--- config.mk ---
export PLATFORM = sky130hd
export DESIGN_NAME = bsg_front_side_bus_hop_out
export DESIGN_NICKNAME = d
export VERILOG_FILES = /design/src/rtl/bsg_front_side_bus_hop_out.sv
export SDC_FILE = /design/constraint.sdc
export NUM_CORES = 1
export LEC_CHECK = 0
export BUFFER_PORTS_ARGS = -buffer_cell sky130_fd_sc_hd__clkbuf_2
export CAP_MARGIN = 5
export CORE_UTILIZATION = 52
export CTS_CLUSTER_DIAMETER = 200
export DETAILED_ROUTE_END_ITERATION = 6
export PLACE_DENSITY = 0.87
export SYNTH_ARGS = -nofsm -noshare
export SYNTH_HDL_FRONTEND = slang
export SYNTH_SLANG_ARGS = --single-unit
--- constraint.sdc ---
create_clock -name clk_i -period 3.65 [get_ports clk_i]
set_input_delay 0.365 -clock clk_i [delete_from_list [all_inputs] [get_ports clk_i]]
set_output_delay 0.365 -clock clk_i [all_outputs]
set_load 0.01 [all_outputs]
--- src/rtl/bsg_front_side_bus_hop_out.sv ---
// bsg_front_side_bus_hop_out
//
// Output hop of a front-side bus ring node. Upstream bus traffic always takes
// the outgoing slot; the local node's words wait in a small FIFO and fill any
// cycle the upstream bus leaves idle. A saturating counter tracks how long the
// local head entry has been waiting while upstream holds the bus, and raises
// an advisory starvation flag when the counter reaches its limit.
//
// Ports
//   clk_i          sole clock, rising edge
//   reset_n_i      asynchronous, active-low reset
//   hop_data_i     upstream bus data (no flow control)
//   hop_v_i        upstream bus valid
//   local_data_i   data from the local node
//   local_v_i      local valid
//   local_ready_o  local queue not full (registered state only)
//   data_o         registered outgoing bus data
//   v_o            registered outgoing bus valid
//   starve_o       registered flag: local head entry is being starved
module bsg_front_side_bus_hop_out #(
  parameter int width_p        = 16,
  parameter int local_els_p    = 2,
  parameter int starve_limit_p = 15
) (
  input  logic               clk_i,
  input  logic               reset_n_i,
  input  logic [width_p-1:0] hop_data_i,
  input  logic               hop_v_i,
  input  logic [width_p-1:0] local_data_i,
  input  logic               local_v_i,
  output logic               local_ready_o,
  output logic [width_p-1:0] data_o,
  output logic               v_o,
  output logic               starve_o
);

  localparam int ptr_w_lp = (local_els_p > 1) ? $clog2(local_els_p) : 1;
  localparam int cnt_w_lp = $clog2(local_els_p + 1);
  localparam int stv_w_lp = $clog2(starve_limit_p + 1);

  localparam logic [cnt_w_lp-1:0] full_cnt_lp   = cnt_w_lp'(local_els_p);
  localparam logic [stv_w_lp-1:0] starve_max_lp = stv_w_lp'(starve_limit_p);

  // Saturating increment of the starvation counter.
  function automatic logic [stv_w_lp-1:0] sat_inc(input logic [stv_w_lp-1:0] val);
    if (val == starve_max_lp) return val;
    else                      return val + stv_w_lp'(1);
  endfunction

  logic [width_p-1:0]  mem_q [local_els_p];

  logic [ptr_w_lp-1:0] rd_ptr_q, rd_ptr_d;
  logic [ptr_w_lp-1:0] wr_ptr_q, wr_ptr_d;
  logic [cnt_w_lp-1:0] count_q, count_d;
  logic [stv_w_lp-1:0] starve_cnt_q, starve_cnt_d;
  logic [width_p-1:0]  data_q, data_d;
  logic                v_q, v_d;
  logic                starve_q, starve_d;

  logic full, empty, enq, deq;

  // ---- next-state decode (registered state + inputs) ----
  always_comb begin
    full  = (count_q == full_cnt_lp);
    empty = (count_q == '0);
    // Ready depends only on count_q, so a dequeue in a full cycle cannot
    // open a slot for an enqueue in that same cycle.
    enq   = local_v_i & ~full;
    // No bypass: only words already stored can be dequeued.
    deq   = ~hop_v_i & ~empty;

    data_d       = data_q;
    v_d          = 1'b0;
    rd_ptr_d     = rd_ptr_q;
    wr_ptr_d     = wr_ptr_q;
    count_d      = count_q;
    starve_cnt_d = starve_cnt_q;

    if (hop_v_i) begin
      data_d = hop_data_i;
      v_d    = 1'b1;
    end else if (!empty) begin
      data_d = mem_q[rd_ptr_q];
      v_d    = 1'b1;
    end

    if (enq) wr_ptr_d = wr_ptr_q + ptr_w_lp'(1);
    if (deq) rd_ptr_d = rd_ptr_q + ptr_w_lp'(1);

    case ({enq, deq})
      2'b10:   count_d = count_q + cnt_w_lp'(1);
      2'b01:   count_d = count_q - cnt_w_lp'(1);
      default: count_d = count_q;
    endcase

    if (deq || empty)  starve_cnt_d = '0;
    else if (hop_v_i)  starve_cnt_d = sat_inc(starve_cnt_q);

    starve_d = (starve_cnt_d == starve_max_lp);
  end

  // ---- registered state ----
  always_ff @(posedge clk_i or negedge reset_n_i) begin
    if (!reset_n_i) begin
      rd_ptr_q     <= '0;
      wr_ptr_q     <= '0;
      count_q      <= '0;
      starve_cnt_q <= '0;
      data_q       <= '0;
      v_q          <= 1'b0;
      starve_q     <= 1'b0;
    end else begin
      rd_ptr_q     <= rd_ptr_d;
      wr_ptr_q     <= wr_ptr_d;
      count_q      <= count_d;
      starve_cnt_q <= starve_cnt_d;
      data_q       <= data_d;
      v_q          <= v_d;
      starve_q     <= starve_d;
    end
  end

  // Storage is not reset; stale contents are unreachable once count is 0.
  always_ff @(posedge clk_i) begin
    if (enq) mem_q[wr_ptr_q] <= local_data_i;
  end

  assign local_ready_o = ~full;
  assign data_o        = data_q;
  assign v_o           = v_q;
  assign starve_o      = starve_q;

endmodule
==> qor.txt, run 1 <==
P_leak = 1.201 nW
Netlist Area Pre-Place = 2437 um^2
Max Transition Viols Final = 0
fraction of registers with async set or reset after synthesis = 44.83%
Largest stage delay, worst path = 0.46 ns
Final Hold Fails = 0
Initial Util = 54.84%
first-pass GRT wire length = 7355 um
CTS Sinks = 58
Cell Rows = 24
final HPWL from detailed placement = 3042 um
Post-layout nets = 278
YS warnings = 0
initial antenna violation count = 0
hold_ws = 0.05322 ns
worst min-delay path class = input port to async pin
FMAX = 583.4 MHz
Netlist cell types = 29
Slowest-stage cell, CP = dfrtp_1
drt total wl = 4383 um
Die ar. = 4965 um^2
CP Launch Type = flip-flop
outcome = finished, violations left
Peak VDD IR = 0.3650 mV
Worst Path Buf+Inv = 0
Clock Pin Slew Worst Setup and Hold Paths = 0.06 ns
Inst Count DP = 281
Least-Margin Pin Slew = 0.9703 ns
dominant cell type by area after synthesis = edfxtp_1
FF+latch count, synth = 58
I/O pins = 55
RSZ-0062 raised after global routing = false
CTS resizes = 0
max cap viols = 0
vias = 1583
Syn Nets = 223
Clock Skew = 0.01077 ns
area delta synth->final = 18.63%
Die X = 70.47 um
period utilization = 46.96%
Initial DRC Count = 202
setup TNS = 0 ns
I/O Buffers = 54
Num CTS Buffers = 9
pwr dens = 763.6 nW/um^2
clk_lat worst skew = 0.32 ns
antenna-violating nets left = 0
setup ws final = 1.936 ns
Crit. Startpoint = count_q[1]$_DFFE_PN0P_
Diodes inserted = 0
pre-CTS setup slack = 1.808 ns
vias in the first global route = 1528
Max FO, Critical Path = 17
Commonest cells post-synth = edfxtp_1, dfrtp_1, nand2_1
Remaining DRCs = 8
worst path cell trace = nor2_4, nor2_2, ha_1, nor2_1, xor2_1
register area share after synthesis = 66.12%
WS Path Type = flip-flop to flip-flop
Layout Cells excl Fill = 296
# setup viols final = 0
cell family with most CP delay = simple AND/OR/NAND/NOR gates
clock root cell = clkbuf_8
FF-to-FF Start = count_q[1]$_DFFE_PN0P_
gr usage total = 20.18%
Die Height = 70.47 um
Mapped Avg Cell Area = 13.17 um^2
CTS tree = built
Synth top area share = 39.43%
slew margin rel. = 35.31%
grt total ovfl = 0
Worst Path Required = 3.88 ns
number of synthesized flops with an enable pin = 32
minimum clock period = 1.714 ns
CP Capture Type = flip-flop
main flop type after synthesis = edfxtp_1
vias per cell = 5.348
Post-CTS Hold Fix Bufs = 0
layout cells sized above 1 = 34.43%
Pre-antenna DRT Iters = 6
Mapped Cells = 185
Post-CTS Setup Inserts = 0
Max H-tree Level = 3
CP arrival = 1.95 ns
failing checks = design-rule violations
GPL Wtd Cong = 0.7482
pin count of the biggest net entering global routing = 37
core area = 4444 um^2
Avg WL per Cell = 14.81 um
Synth area leaders = edfxtp_1, dfrtp_1, a211oi_1, o31ai_2, nor2b_1
CTS Buffer Depth = 2
top-count cell post-synth = edfxtp_1
[flip-flops by register name, indices dropped and copies added (netlist names)]
signal        cells
mem_q            32
data_o           16
starve_cnt_q      4
count_q           2
rd_ptr_q          1
starve_o          1
v_o               1
wr_ptr_q          1
[final timing paths]
check / endpoint / slack [ns] / cells past startpoint
min reg2reg: wr_ptr_q$_DFFE_PN0P_ / 0.50 / 1
min in group clk_i: mem_q[1][12]$_DFFE_PP_ / 0.23 / 1
max reg2reg: count_q[1]$_DFFE_PN0P_ / 1.94 / 5
max in group asynchronous: wr_ptr_q$_DFFE_PN0P_ / 3.17 / 1
min: data_o[8]$_DFFE_PN0P_ / 0.05 / 1
max: count_q[1]$_DFFE_PN0P_ / 1.94 / 5
[cells by family after synthesis]
logic type | after synthesis | synth area share, %
mux | 1 | 0.4107
fa+ha+maj | 2 | 1.027
compound gates | 36 | 12.68
buf+inv | 11 | 2.926
simple gates | 71 | 14.68
xor+xnor | 6 | 2.156
flops | 58 | 66.12
[cell type report]
class	instances	area [um^2]
Sequential cell	58	1612
Clock inverter	6	58.81
Timing Repair Buffer	55	277.8
Multi-Input combinational cell	116	754.5
Fill cell	337	1553
Tap cell	52	65.06
Clock buffer	9	123.9
[metal layers]
metal,up-vias,GRT usage (%),share of wire (%)
met3,6,5.339,5.0
li1,781,-,-
met2,43,29.77,48
met4,0,12.24,1.9
met5,-,0,0
met1,753,26.76,45
[cell usage in the layout, fill, tap and decap left out, types with 2 or more instances in the layout]
cell type   n
nor2_1     18
edfxtp_1   32
nand2_1    19
xor2_1      2
o31ai_1     7
clkinv_1    2
xnor2_1     4
o31ai_2     9
clkbuf_2   54
and3_1      2
a211oi_1   17
nand3_1     3
nor2_2      6
ha_1        2
clkbuf_8    9
dfrtp_1    26
nor2b_1    16
[per-stage QoR]
| step | util (%) | total power, W | cell area [um^2] |
|---|---|---|---|
| after detailed placement | 60.95 | 0.001688 | 2709 |
| final | 65.06 | 0.002208 | 2892 |
| after global routing | 65.06 | 0.002352 | 2892 |
| after CTS | 65.06 | 0.002229 | 2892 |
| after global placement | 60.95 | 0.001649 | 2709 |
| after floorplan | - | 0.001508 | 2437 |
[worst register-to-register path: cells and delay by family (launching register included)]
family | cells | cell delay (ns)
simple gates | 3 | 0.62
flops | 1 | 0.46
fa+ha+maj | 1 | 0.34
xor+xnor | 1 | 0.20
[where the power goes]
part	internal, W	leakage (nW)	switching, W
Combinational	0.000259	0.497	0.000371
Clock	0.000306	0.0902	0.000232
Sequential	0.000888	0.613	0.000151
Power figures use the tool's default switching activity.
==> run 2: changes to the inputs <==
==> constraint.sdc (replaced) <==
create_clock -name clk_i -period 1.74 [get_ports clk_i]
set_input_delay 0.174 -clock clk_i [delete_from_list [all_inputs] [get_ports clk_i]]
set_output_delay 0.174 -clock clk_i [all_outputs]
set_load 0.01 [all_outputs]
==> qor.txt, run 2 (same netlist as run 1, synthesis figures left out) <==
Die Height = 70.47 um
CP arrival = 1.84 ns
Initial Util = 54.84%
hold_ws = 0.02636 ns
Final Hold Fails = 0
clk_lat worst skew = 0.33 ns
I/O pins = 55
# setup viols final = 0
vias in the first global route = 1575
outcome = finished, violations left
CTS tree = built
failing checks = design-rule violations
Remaining DRCs = 6
antenna-violating nets left = 0
Tot Pwr = 0.004772 W
CP Launch Type = flip-flop
Least-Margin Pin Slew = 0.6425 ns
CTS Sinks = 58
max cap viols = 0
final core occ = 66.41%
final-layout fill cell count = 322
RSZ-0062 raised after global routing = false
period utilization = 91.18%
gr usage total = 20.87%
Cell Rows = 24
max reg flops = 32
CTS Buffer Depth = 2
most common cell after layout, fill and taps aside = clkbuf_2
Worst Path Required = 1.99 ns
grt total ovfl = 0
Diodes inserted = 0
Max FO, Critical Path = 6
Peak VDD IR = 0.9367 mV
Max Transition Viols Final = 0
minimum clock period = 1.587 ns
setup TNS = 0 ns
Initial DRC Count = 80
FMAX = 630.3 MHz
WS Path Type = flip-flop to flip-flop
Max H-tree Level = 3
Post-layout nets = 285
Die X = 70.47 um
final HPWL from detailed placement = 3103 um
clock root cell = clkbuf_8
I/O Buffers = 54
slew margin rel. = 57.17%
pin count of the biggest net entering global routing = 34
vias per cell = 5.270
P_leak = 1.240 nW
Pre-antenna DRT Iters = 6
CTS resizes = 0
Die ar. = 4965 um^2
pwr dens = 1617 nW/um^2
area delta synth->final = 21.10%
Reg with most FFs = mem_q
GPL Wtd Cong = 0.8086
reg2reg setup slack = 0.15 ns
core area = 4444 um^2
Clock Pin Slew Worst Setup and Hold Paths = 0.07 ns
CP Capture Type = flip-flop
Avg WL per Cell = 15.16 um
worst min-delay path class = input port to flip-flop
commonest non-fill, non-tap cells in the layout = clkbuf_2, edfxtp_1, dfrtp_1
drt total wl = 4608 um
Num CTS Buffers = 9
layout cells sized above 1 = 36.90%
first-pass GRT wire length = 7445 um
initial antenna violation count = 0
Clock Skew = 0.01147 ns
vias = 1602
[run 2: timing repair]
item                                   4_1_cts  5_1_grt
setup buffers                                0        0
endpoints found under the hold margin       26        0
hold buffers                                 1        0
setup endpoints to repair                    0        0
[run 2: metrics by stage]
step	cell area, um^2	std cells	setup slack (ns)
after CTS	2952	304	0.2024
after detailed placement	2756	287	0.2174
after global placement	2756	287	0.3241
after floorplan	2440	185	0.1169
final	2952	304	0.1534
after global routing	2952	304	0.08045
[run 2: power breakdown]
group	leakage (nW)	internal [W]	total, W	switching, W
Clock	0.0958	0.000651	0.00117	0.000520
Sequential	0.613	0.00186	0.00208	0.000216
Combinational	0.531	0.000602	0.00152	0.000920
Total	1.24	0.00312	0.00477	0.00166
[run 2: worst max-delay path: stages, from the launching register on]
cell      delay, ns
dfrtp_1        0.50
nand2b_1       0.20
nand2_1        0.13
ha_1           0.35
nor2_1         0.16
xor2_1         0.17
[run 2: final timing paths]
check	start	endpoint	depth (start not counted)
setup / recovery	count_q[0]$_DFFE_PN0P_	count_q[1]$_DFFE_PN0P_	5
hold / removal	local_data_i[15]	mem_q[0][15]$_DFFE_PP_	1
setup reg to reg	count_q[0]$_DFFE_PN0P_	count_q[1]$_DFFE_PN0P_	5
hold reg to reg	wr_ptr_q$_DFFE_PN0P_	wr_ptr_q$_DFFE_PN0P_	1
max in group asynchronous	reset_n_i	wr_ptr_q$_DFFE_PN0P_	2
min in group asynchronous	reset_n_i	rd_ptr_q$_DFFE_PN0P_	2
[run 2: metal layers]
metal  vias to the layer above  GRT usage (%)  share of wire, %
li1                        796              -                 -
met1                       750          25.76                44
met2                        48          32.04                49
met3                         8          7.648               4.6
met4                         0          11.11               1.9
met5                         -              0                 0
[run 2: layout make-up]
cell class	instances	area, um^2	share of cell area [%]
Clock buffer	10	127.6	4.324
Clock inverter	6	57.56	1.950
Multi-Input combinational cell	116	757.0	25.65
Sequential cell	58	1612	54.60
Tap cell	52	65.06	2.204
Timing Repair Buffer	62	332.8	11.28
